--- config.mk ---
export PLATFORM = sky130hd
export DESIGN_NAME = nibble_serial_addsub
export DESIGN_NICKNAME = d
export VERILOG_FILES = /design/src/rtl/nibble_addsub_pkg.sv /design/src/rtl/nibble_serial_addsub_slice.sv /design/src/rtl/nibble_serial_addsub.sv
export SDC_FILE = /design/constraint.sdc
export NUM_CORES = 1
export LEC_CHECK = 0
export BUFFER_PORTS_ARGS = -buffer_cell sky130_fd_sc_hd__buf_2
export CORE_UTILIZATION = 34
export DETAILED_ROUTE_END_ITERATION = 16
export PLACE_DENSITY = 0.54
export SLEW_MARGIN = 0
export SYNTH_ARGS = -nofsm -noshare
export SYNTH_HDL_FRONTEND = slang
export SYNTH_SLANG_ARGS = --single-unit
--- constraint.sdc ---
create_clock -name clk_i -period 7 [get_ports clk_i]
set_input_delay 0.7 -clock clk_i [delete_from_list [all_inputs] [get_ports clk_i]]
set_output_delay 0.7 -clock clk_i [all_outputs]
set_load 0.02 [all_outputs]
--- src/rtl/nibble_addsub_pkg.sv ---
// Shared constants and state encoding for the nibble-serial add/sub unit.
package nibble_addsub_pkg;

  localparam int NIBBLE_W = 4;

  typedef enum logic [1:0] {
    IDLE = 2'd0,
    RUN  = 2'd1,
    DONE = 2'd2
  } nibble_addsub_state_t;

endpackage

--- src/rtl/nibble_serial_addsub_slice.sv ---
// Four-bit ripple add/sub slice; exposes the carry into bit 3
// so the caller can derive signed overflow on the top nibble.
module four_bit_addsub_slice (
  input  logic [3:0] i_a,
  input  logic [3:0] i_b,
  input  logic       i_cin,
  output logic [3:0] o_sum,
  output logic       o_cout,
  output logic       o_c3
);

  logic [4:0] w_c;

  always_comb begin
    w_c    = '0;
    o_sum  = '0;
    w_c[0] = i_cin;
    for (int i = 0; i < 4; i++) begin
      o_sum[i]  = i_a[i] ^ i_b[i] ^ w_c[i];
      w_c[i+1]  = (i_a[i] & i_b[i]) |
                  (i_a[i] & w_c[i]) |
                  (i_b[i] & w_c[i]);
    end
  end

  assign o_cout = w_c[4];
  assign o_c3   = w_c[3];

endmodule

--- src/rtl/nibble_serial_addsub.sv ---
// Multi-cycle add/sub, one nibble per clock, LSB first.
// Define NIBBLE_ADDSUB_SAT_EN to saturate res_o on signed overflow.
import nibble_addsub_pkg::*;

module nibble_serial_addsub #(
  parameter int WIDTH = 16
) (
  input  logic             clk_i,
  input  logic             rst_i,
  input  logic             start_i,
  input  logic             sub_i,
  input  logic [WIDTH-1:0] a_i,
  input  logic [WIDTH-1:0] b_i,
  output logic             busy_o,
  output logic             done_o,
  output logic [WIDTH-1:0] res_o,
  output logic             cout_o,
  output logic             ovf_o
);

  localparam int NIB = WIDTH / NIBBLE_W;
  localparam int IW  = (NIB > 1) ? $clog2(NIB) : 1;
  localparam logic [IW-1:0] LAST = IW'(NIB - 1);

  if ((WIDTH % NIBBLE_W) != 0 || WIDTH < 8) begin : g_bad_width
    $fatal(1, "nibble_serial_addsub: bad WIDTH");
  end

  nibble_addsub_state_t r_state;
  nibble_addsub_state_t w_next;

  logic [WIDTH-1:0] r_a;
  logic [WIDTH-1:0] r_b;
  logic [WIDTH-1:0] r_work;
  logic [IW-1:0]    r_idx;
  logic             r_carry;
  logic [WIDTH-1:0] r_res;
  logic             r_cout;
  logic             r_ovf;

  logic             w_accept;
  logic             w_last;
  logic [3:0]       w_na;
  logic [3:0]       w_nb;
  logic [3:0]       w_sum;
  logic             w_cout;
  logic             w_c3;
  logic             w_ovf;
  logic [WIDTH-1:0] w_full;
  logic [WIDTH-1:0] w_res;

  assign w_accept = start_i && (r_state != RUN);
  assign w_last   = (r_idx == LAST);
  assign w_na     = r_a[r_idx*NIBBLE_W +: NIBBLE_W];
  assign w_nb     = r_b[r_idx*NIBBLE_W +: NIBBLE_W];

  four_bit_addsub_slice u_slice (
    .i_a    (w_na),
    .i_b    (w_nb),
    .i_cin  (r_carry),
    .o_sum  (w_sum),
    .o_cout (w_cout),
    .o_c3   (w_c3)
  );

  always_ff @(posedge clk_i or posedge rst_i) begin
    if (rst_i) r_state <= IDLE;
    else       r_state <= w_next;
  end

  always_comb begin
    w_next = r_state;
    unique case (r_state)
      IDLE:    if (start_i) w_next = RUN;
      RUN:     if (w_last)  w_next = DONE;
      DONE:    w_next = start_i ? RUN : IDLE;
      default: w_next = IDLE;
    endcase
  end

  // Top nibble comes straight from the slice on the final edge.
  always_comb begin
    w_full = r_work;
    w_full[WIDTH-1 -: NIBBLE_W] = w_sum;
  end

  assign w_ovf = w_c3 ^ w_cout;

`ifdef NIBBLE_ADDSUB_SAT_EN
  always_comb begin
    w_res = w_full;
    if (w_ovf) begin
      if (!r_a[WIDTH-1] && !r_b[WIDTH-1])
        w_res = {1'b0, {(WIDTH-1){1'b1}}};
      else
        w_res = {1'b1, {(WIDTH-1){1'b0}}};
    end
  end
`else
  assign w_res = w_full;
`endif

  always_ff @(posedge clk_i or posedge rst_i) begin
    if (rst_i) begin
      r_a     <= '0;
      r_b     <= '0;
      r_work  <= '0;
      r_idx   <= '0;
      r_carry <= 1'b0;
    end else if (w_accept) begin
      r_a     <= a_i;
      r_b     <= sub_i ? ~b_i : b_i;
      r_carry <= sub_i;
      r_idx   <= '0;
    end else if (r_state == RUN) begin
      r_work[r_idx*NIBBLE_W +: NIBBLE_W] <= w_sum;
      r_carry <= w_cout;
      r_idx   <= r_idx + IW'(1);
    end
  end

  always_ff @(posedge clk_i or posedge rst_i) begin
    if (rst_i) begin
      r_res  <= '0;
      r_cout <= 1'b0;
      r_ovf  <= 1'b0;
    end else if (r_state == RUN && w_last) begin
      r_res  <= w_res;
      r_cout <= w_cout;
      r_ovf  <= w_ovf;
    end
  end

  assign busy_o = (r_state == RUN);
  assign done_o = (r_state == DONE);
  assign res_o  = r_res;
  assign cout_o = r_cout;
  assign ovf_o  = r_ovf;

endmodule

==> summary.md, run 1 <==
| Metric | Value |
|---|---|
| Synth warn | 0 |
| Post-CTS setup buffers | 0 |
| Worst Hold Class | flop to flop |
| Hold Path Stages | 2 |
| Core Util, Final | between 40% and 50% |
| Synth area leader | dfrtp_1 |
| CTS tree | done |
| Most frequent cells in the layout | dfrtp_1 (67), buf_2 (55), o21ai_0 (40) |
| Hold-fix buffers at CTS | 0 |
| ANT nets after route | 0 |
| GRT Total Usage | between 10% and 20% |
| Fmax | around 300 MHz |
| GRT overflow | 0 |
| R2r setup slk | 3.69 ns |
| Hold endpoint | res_o[13] |
| CP arrival | roughly 3.6 ns |
| Leakage | 1.79 nW |
| Comb pwr share | 43.0% |
| Count of cell types in the netlist | 37 |
| Post-route insts no fill | 417 |
| WL met3 | between 200 and 300 microns |
| Root Buffer | clkbuf_8 |
| Net Sw Power | 0.000711 W |
| Layout cells sized above 1 | 36.9% |
| Core Area | 9150 sq um |
| # diodes | 0 |
| Global-route wire length before repair | between 10000 and 15000 microns |
| Tmin final | about 3.3 ns |
| DR WL met2 | 2830 microns |
| Flops & latches, synth | 67 |
| Initial antenna violation count | 0 |
| Post-synthesis sequential area ratio | between 50 and 60% |
| Pwr Total | ~0.0019 W |
| Gate Count Post-Synth | 247 |
| Vias per cell | 4.77 |
| Hold_sp | res_o[13] |
| FF-to-FF End | r_work[7] |
| Crit Path Category | flop to flop |
| Std-Cell Rows | 35 |
| Vias in the first global route | between 1500 and 2000 |
| Worst vdd ir | 0.223 mV |
| Routed WL per cell | 14.3 microns |
| Critical Path Source Type | flop |
| Period utilisation layout | 47.3% |
| Die width | approximately 99 microns |
| Fillers | between 900 and 1000 |
| Post-synthesis net count | around 300 |
| R2r startpoint | r_idx[0] |
| Clk slew on worst S/H paths | ~0.070 ns |
| Drt total wl | around 6000 microns |
| RSZ-0062 raised after global routing | false |
| Yosys top cell area share | between 50% and 60% |
| Clk buf depth | 2 |
| Multi-input gate area | around 1400 sq um |
| Worst slew pin tran | 0.844 ns |
| CTS buffer count | 9 |
| R2r worst-path depth | 9 |
| Die Footprint | approximately 9800 sq um |
| Register area | between 1500 and 2000 sq um |
| DR DRC count | 0 |
| Nets@finish | approximately 350 |
| Cell Pwr Density | roughly 500 nW/um^2 |
| Area growth syn-to-layout | 17.9% |
| Setup-failing EPs final | 0 |
| Worst Skew | 0.00741 ns |
| CTS H-Tree Depth | 3 |
| Via Count | ~2000 |
| Setup TNS Final | 0 ns |
| Port bufs | 55 |
| Final HPWL from detailed placement | roughly 4200 microns |
| Post-Syn Area | about 3200 sq um |
| Dominant cells by area after synthesis | dfrtp_1 (52%), o21ai_0 (6.3%), mux2_2 (6.0%) |
| CP Capture Type | flop |
| Top Layer Used | met4 |
| # IOs | 56 |
| DRT iter0 DRCs | between 60 and 70 |
| Cell count after placement | approximately 400 |
| Clk Latency, worst-skew pair | about 0.33 ns |
| Switching part of the total power | a little under two fifths |
| Post_cts resized | 0 |
| Hold Violations, Final | 0 |
| Total iterations of the first detailed-routing run | 4 |
| Commonest non-fill, non-tap cell in the layout | dfrtp_1 |
| Clock share of power | a little over a fifth |
| Largest net degree at the start of global routing | 68 |
| Status | finished, final reports clean |
| Chip height | roughly 100 microns |
| Initial Utilization | between 30% and 40% |
| Slew headroom | between 40 and 50% |
| Metal-1 WL | 2800 microns |
| Data required, critical path | 7.24 ns |
| Int Pwr | 0.00120 W |
| Maxcap violations | 0 |
| Syn avg cell area | between 10 and 15 sq um |
| Worst-path fanout max | 17 |
| Clock sink count | between 60 and 70 |
| Reg power frac | between 30 and 40% |
| Fin. max-slew vios | 0 |
| Routability cong. | a little under 0.8 |
==> worst max path at each step <==
stage,start,endpoint,slack [ns],cells after the start
floorplan,r_idx[0],r_work[7],4.15,11
detailed placement,r_idx[0],r_work[7],3.67,9
global placement,r_idx[0],r_work[7],3.73,9
CTS,r_idx[0],r_work[7],3.64,9
finish,r_idx[0],r_work[7],3.69,9
global route,r_idx[0],r_work[7],3.46,9
==> flip-flops by register name (all words and copies together), names as in the netlist <==
register / cells
cout_o: 1
ovf_o: 1
r_a: 16
r_b: 16
r_carry: 1
r_idx: 2
r_state: 2
r_work: 12
res_o: 16
==> layout make-up <==
| class | instances | share of cell area, % |
|---|---|---|
| clock buffer | 12 | 4.38 |
| sequential | 67 | 44.5 |
| timing repair buffer | 56 | 7.50 |
| inverter | 14 | 1.53 |
| multi-input combinational | 153 | 35.9 |
| tap | 111 | 3.69 |
| clock inverter | 4 | 2.52 |
==> per-layer routing <==
metal,vias up,GRT usage [%]
met2,53,21.8
met1,955,17.6
met4,0,3.90
li1,975,-
met5,-,0
met3,5,4.54
==> synth_stat cells <==
cell and n:
clkbuf_1 3, o21ai_0 40, buf_2 3, inv_2 2, inv_1 11, nor3b_1 1
mux2_4 10, o22ai_1 1, clkbuf_4 1, ha_1 5, mux2i_1 1, nand2_1 23
xnor2_1 16, nor2_8 1, buf_4 1, o31ai_1 8, nand2b_1 1, xor2_1 1
dfrtp_1 67, inv_6 1, nand3b_4 1, buf_6 2, nor2b_1 1, o41ai_1 2
o21ai_1 2, buf_12 2, nand3b_1 3, or2_4 1, nand2b_4 1, mux4_1 2
nand3_1 2, nor2_1 1, mux2_1 2, clkbuf_2 1, fa_1 4, mux2_2 17
mux4_2 6
==> cells by family (layout without fill, tap and decap cells) <==
kind of cell             Yosys count  after routing  share of synthesized area, %
XOR/XNOR                          17             17                          4.66
adder cells (fa/ha/maj)            9              9                          4.46
AND/OR/NAND/NOR                   36             36                          6.42
buffers and inverters             27             86                          5.21
flip-flops                        67             67                          52.5
multiplexers                      38             38                          17.6
AO/OA/AOI/OAI                     53             53                          9.20
==> critical path, stage by stage (launching register included) <==
cell     delay (ns)
dfrtp_1        0.86
mux4_2         0.61
fa_1           0.40
inv_1          0.07
fa_1           0.17
fa_1           0.22
inv_1          0.07
fa_1           0.54
inv_1          0.07
o31ai_1        0.22
==> metrics by stage <==
stage                     hold WS, ns  worst slack (ns)  cell area (sq um)
after floorplan                 0.439              4.15               3200
after global placement          0.462              3.73               3510
after detailed placement        0.467              3.67               3510
after CTS                       0.483              3.64               3770
after global routing            0.492              3.46               3770
final                           0.472              3.69               3770
==> power groups by stage <==
stage          logic, W  registers, W  clock network (W)
6_report       0.000820      0.000684           0.000404
5_1_grt        0.000919      0.000713           0.000432
4_1_cts        0.000834      0.000690           0.000416
3_5_place_dp   0.000836      0.000695                  0
3_3_place_gp   0.000819      0.000694                  0
2_1_floorplan  0.000637      0.000684                  0
Note: power is estimated with default switching activity, not from simulation.
==> inputs of run 2 (changes only) <==
==> constraint.sdc (replaced) <==
create_clock -name clk_i -period 3.3 [get_ports clk_i]
set_input_delay 0.33 -clock clk_i [delete_from_list [all_inputs] [get_ports clk_i]]
set_output_delay 0.33 -clock clk_i [all_outputs]
set_load 0.02 [all_outputs]
==> summary.md, run 2 (synthesis results as in run 1) <==
| Metric | Value |
|---|---|
| CTS H-Tree Depth | 3 (unchanged) |
| Clk Latency, worst-skew pair | 0.34 ns (was 0.33 ns) |
| Std-Cell Rows | 35 (unchanged) |
| Tmin final | 2.94 ns (was 3.31 ns) |
| ANT nets after route | 0 (unchanged) |
| Worst slew pin tran | 0.558 ns (was 0.844 ns) |
| Vias in the first global route | 1999 (was 1992) |
| CTS buffer count | 9 (unchanged) |
| GRT Total Usage | 13.9% (was 13.6%) |
| Period utilisation layout | 89.1% (was 47.3%) |
| RSZ-0062 raised after global routing | false (unchanged) |
| DRT iter0 DRCs | 59 (was 68) |
| DR DRC count | 0 (unchanged) |
| Post_cts resized | 0 (unchanged) |
| Clk slew on worst S/H paths | 0.07 ns (about the same) |
| Nets@finish | 348 (was 346) |
| Hold Violations, Final | 0 (unchanged) |
| Cell Pwr Density | 1030 nW/um^2 (was 506 nW/um^2) |
| Clk buf depth | 2 (unchanged) |
| Initial Utilization | 34.9% (unchanged) |
| Critical Path Source Type | flop (unchanged) |
| Total iterations of the first detailed-routing run | 4 (unchanged) |
| Status | finished, final reports clean (unchanged) |
| Setup-failing EPs final | 0 (unchanged) |
| Data required, critical path | 3.54 ns (was 7.24 ns) |
| R2r startpoint | r_idx[0] (unchanged) |
| Worst vdd ir | 0.400 mV (was 0.223 mV) |
| Most frequent cells in the layout | dfrtp_1 (67), buf_2 (55), o21ai_0 (40) (unchanged) |
| Layout cells sized above 1 | 36.5% (was 36.9%) |
| Port bufs | 55 (unchanged) |
| Leakage | 1.76 nW (was 1.79 nW) |
| Die width | 98.9 microns (unchanged) |
| Maxcap violations | 0 (unchanged) |
| Worst Skew | 0.00719 ns (was 0.00741 ns) |
| Routability cong. | 0.768 (was 0.791) |
| Global-route wire length before repair | 10300 microns (was 10200 microns) |
| Slew headroom | 62.7% (was 43.7%) |
| # diodes | 0 (unchanged) |
| Worst Hold Class | primary input to async pin (was flop to flop) |
| DP Area | 3520 sq um (was 3510 sq um) |
| Fin area | 3680 sq um (was 3770 sq um) |
| # IOs | 56 (unchanged) |
| Post-CTS setup buffers | 0 (unchanged) |
| Fin. max-slew vios | 0 (unchanged) |
| Clock sink count | 67 (unchanged) |
| Drt total wl | 6030 microns (was 5970 microns) |
| Via Count | 2015 (was 1988) |
| Fillers | 923 (was 905) |
| Hold-fix buffers at CTS | 0 (unchanged) |
| Vias per cell | 4.82 (was 4.77) |
| Worst-path fanout max | 6 (was 17) |
| Commonest non-fill, non-tap cell in the layout | dfrtp_1 (unchanged) |
| Fmax | 340 MHz (was 302 MHz) |
| Core Area | 9150 sq um (unchanged) |
| Area growth syn-to-layout | 15.3% (was 17.9%) |
| Core Util, Final | 40.2% (was 41.2%) |
| CP Capture Type | flop (unchanged) |
| Die Footprint | 9790 sq um (unchanged) |
| Crit Path Category | flop to flop (unchanged) |
| CP arrival | 3.18 ns (was 3.55 ns) |
| Chip height | 98.9 microns (unchanged) |
| Final HPWL from detailed placement | 4420 microns (was 4180 microns) |
| Initial antenna violation count | 0 (unchanged) |
| CP startpoint | r_idx[0] (unchanged) |
| Largest net degree at the start of global routing | 42 (was 68) |
| Setup TNS Final | 0 ns (unchanged) |
| CTS tree | done (unchanged) |
| Routed WL per cell | 14.4 microns (was 14.3 microns) |
| GRT overflow | 0 (unchanged) |
| Root Buffer | clkbuf_8 (unchanged) |
-- run 2: cell count changes in the layout (fill, tap and decap cells not counted), sizes merged --
cell / delta
bufinv: -3
clkinv: +2
buf: +2
-- run 2: routing by layer --
metal,wire [microns],track usage (%)
met1,2810,18.2
met2,2880,21.7
met3,307,4.75
met4,34,4.13
met5,0,0
-- run 2: power by group --
part           switching (W)  internal (W)  total (W)
Sequential          0.000223       0.00119    0.00141
Combinational        0.00101      0.000806    0.00182
Clock               0.000287      0.000285   0.000572
Total                0.00152       0.00228    0.00380
-- run 2: stage by stage --
stage	hold WS, ns	instances	power, W	setup WS [ns]
2_1_floorplan	0.428	247	0.00280	0.446
3_3_place_gp	0.408	403	0.00324	0.402
3_5_place_dp	0.418	403	0.00327	0.340
4_1_cts	0.0462	418	0.00386	0.324
5_1_grt	0.0809	418	0.00411	0.136
6_report	0.0380	418	0.00380	0.361
-- run 2: final timing paths --
check	cells past startpoint	slack [ns]	to
max in group asynchronous	3	2.32	r_carry
setup / recovery	9	0.36	r_work[7]
hold / removal	2	0.04	res_o[9]
hold reg to reg	2	0.47	r_work[4]
setup reg to reg	9	0.36	r_work[7]
min in group clk_i	2	0.21	r_a[6]
-- run 2: layout make-up --
class | count | area (sq um) | area share, %
clock buffer | 12 | 145 | 3.94
clock inverter | 3 | 15.0 | 0.408
inverter | 14 | 57.6 | 1.56
multi-input combinational | 153 | 1350 | 36.7
sequential | 67 | 1680 | 45.5
tap | 111 | 139 | 3.77
timing repair buffer | 58 | 298 | 8.08
-- run 2: worst max-delay path, cell delays in order, from the launching register on --
cell and delay (ns):
dfrtp_1 0.54, mux4_2 0.57, fa_1 0.40, inv_1 0.07
fa_1 0.18, fa_1 0.20, inv_1 0.06, fa_1 0.54
inv_1 0.06, o31ai_1 0.22
==> inputs of run 3 (changes only) <==
--- a/config.mk
+++ b/config.mk
@@ -9,6 +9,7 @@
 export CORE_UTILIZATION = 34
 export DETAILED_ROUTE_END_ITERATION = 16
 export PLACE_DENSITY = 0.54
+export SETUP_SLACK_MARGIN = 0.5
 export SLEW_MARGIN = 0
 export SYNTH_ARGS = -nofsm -noshare
 export SYNTH_HDL_FRONTEND = slang
==> summary.md, run 3 (synthesis results as in run 1) <==
| Metric | Value |
|---|---|
| FF-to-FF End | r_work[7] (unchanged) |
| Worst Hold Class | primary input to async pin (unchanged) |
| R2r worst-path depth | 9 (unchanged) |
| Setup-failing EPs final | 0 (unchanged) |
| Crit Path Category | flop to flop (unchanged) |
| Data required, critical path | 3.54 ns (about the same) |
| Slew headroom | 52.1% (was 62.7%) |
| Port bufs | 55 (unchanged) |
| Largest net degree at the start of global routing | 35 (was 42) |
| CP Capture Type | flop (unchanged) |
| CP arrival | 2.95 ns (was 3.18 ns) |
| CTS tree | done (unchanged) |
| Global-route wire length before repair | 10300 microns (about the same) |
| Routability cong. | 0.748 (was 0.768) |
| Clk slew on worst S/H paths | 0.07 ns (about the same) |
| Initial Utilization | 34.9% (unchanged) |
| Int Pwr | 0.00247 W (was 0.00228 W) |
| RSZ-0062 raised after global routing | true (was false) |
| Setup ws final | 0.597 ns (was 0.361 ns) |
| Period utilisation layout | 81.9% (was 89.1%) |
| Leakage | 1.79 nW (was 1.76 nW) |
| Fillers | 893 (was 923) |
| CTS buffer count | 9 (unchanged) |
| CP startpoint | r_idx[0] (unchanged) |
| Critical Path Source Type | flop (unchanged) |
| Most frequent cells in the layout | dfrtp_1 (67), buf_2 (55), o21ai_0 (40) (unchanged) |
| Std-Cell Rows | 35 (unchanged) |
| GRT Total Usage | 14.0% (was 13.9%) |
| Clk Latency, worst-skew pair | 0.34 ns (about the same) |
| Reg power frac | 35.0% (was 37.2%) |
| CP endpoint | r_work[7] (unchanged) |
| Cell Pwr Density | 1060 nW/um^2 (was 1030 nW/um^2) |
| CTS H-Tree Depth | 3 (unchanged) |
| # IOs | 56 (unchanged) |
| Fin. max-slew vios | 0 (unchanged) |
| Die width | 98.9 microns (unchanged) |
| Worst slew pin tran | 0.717 ns (was 0.558 ns) |
| Comb pwr share | 47.3% (was 47.8%) |
| Vias per cell | 4.76 (was 4.82) |
| Die Footprint | 9790 sq um (unchanged) |
| Post_cts resized | 0 (unchanged) |
| Vias in the first global route | 2017 (was 1999) |
| Initial antenna violation count | 0 (unchanged) |
| Net Sw Power | 0.00155 W (was 0.00152 W) |
| Root Buffer | clkbuf_8 (unchanged) |
| Clk buf depth | 2 (unchanged) |
| Commonest non-fill, non-tap cell in the layout | dfrtp_1 (unchanged) |
| DRT iter0 DRCs | 72 (was 59) |
| Nets@finish | 352 (was 348) |
| ANT nets after route | 0 (unchanged) |
| Post-route insts no fill | 423 (was 418) |
| Cell count after placement | 405 (was 403) |
| Switching part of the total power | 38.6% (was 40.0%) |
| Core Util, Final | 41.2% (was 40.2%) |
| Fmax | 370 MHz (was 340 MHz) |
| Place WS | 0.506 ns (was 0.340 ns) |
| Clock sink count | 67 (unchanged) |
| Routed WL per cell | 15.2 microns (was 14.4 microns) |
| Via Count | 2013 (was 2015) |
| Final HPWL from detailed placement | 4620 microns (was 4420 microns) |
| Worst-path fanout max | 3 (was 6) |
| Status | finished, final reports clean (unchanged) |
| Maxcap violations | 0 (unchanged) |
| Layout cells sized above 1 | 39.7% (was 36.5%) |
| R2r startpoint | r_idx[0] (unchanged) |
| GRT overflow | 0 (unchanged) |
| # diodes | 0 (unchanged) |
| Total iterations of the first detailed-routing run | 4 (unchanged) |
| Worst vdd ir | 0.362 mV (was 0.400 mV) |
| Tmin final | 2.70 ns (was 2.94 ns) |
| Area growth syn-to-layout | 18.1% (was 15.3%) |
| Drt total wl | 6420 microns (was 6030 microns) |
| Setup TNS Final | 0 ns (unchanged) |
| Hold Violations, Final | 0 (unchanged) |
| R2r setup slk | 0.60 ns (was 0.36 ns) |
| Worst Skew | 0.00671 ns (was 0.00719 ns) |
| Core Area | 9150 sq um (unchanged) |
| DR DRC count | 0 (unchanged) |
| Chip height | 98.9 microns (unchanged) |
| Clock share of power | 17.8% (was 15.1%) |
==> run 3: cell count changes in the layout (fill, tap and decap cells not counted), sizes merged <==
cell	before	now
buf	58	62
clkinv	3	2
bufinv	0	1
clkinvlp	0	1
==> run 3: cell type report <==
type	count	area (sq um)	area share (%)
flip-flops and latches	67	1680	44.4
inverters	14	57.6	1.53
multi-input cells	153	1360	36.0
clock buffers	12	165	4.38
well taps	111	139	3.68
clock inverters	4	47.5	1.26
repair buffers	62	328	8.69
==> run 3: layer usage <==
metal,GRT usage (%),part of all wire (%)
met5,0,0
met4,4.48,1.0
met3,4.18,3.7
met2,22.9,49
met1,18.0,46
==> run 3: repair_timing <==
item	4_1_cts	5_1_grt
hold buffers	0	0
pin swaps	0	2
setup endpoints to repair	2	6
setup buffers	1	1
==> run 3: power by group through the flow <==
stage               Clock (W)  Combinational [W]  Sequential [W]
detailed placement          0            0.00193         0.00143
global placement            0            0.00189         0.00141
floorplan                   0            0.00139         0.00145
finish               0.000714            0.00190         0.00141
global route         0.000773            0.00211         0.00145
CTS                  0.000736            0.00194         0.00141
==> run 3: critical path, cell delays in order (launching register included) <==
cell and delay (ns):
dfrtp_1 0.42, mux4_2 0.55, fa_2 0.37, inv_2 0.07, fa_2 0.20, fa_2 0.22
inv_2 0.04, fa_1 0.52, inv_1 0.06, o31ai_1 0.18
==> run 3: stage by stage <==
stage,power [W],cell area [sq um],hold WS [ns]
4_1_cts,0.00408,3770,0.120
2_1_floorplan,0.00284,3200,0.428
6_report,0.00402,3770,0.106
3_5_place_dp,0.00336,3550,0.468
3_3_place_gp,0.00330,3550,0.462
5_1_grt,0.00434,3770,0.162
==> run 3: worst min-delay path by stage <==
stage	start	end	slack (ns)	cells past startpoint
4_1_cts	rst_i	r_work[2]	0.12	2
5_1_grt	rst_i	res_o[8]	0.16	2
2_1_floorplan	start_i	r_idx[1]	0.43	1
3_3_place_gp	r_work[1]	r_work[1]	0.46	2
6_report	rst_i	res_o[8]	0.11	2
3_5_place_dp	r_work[1]	r_work[1]	0.47	2
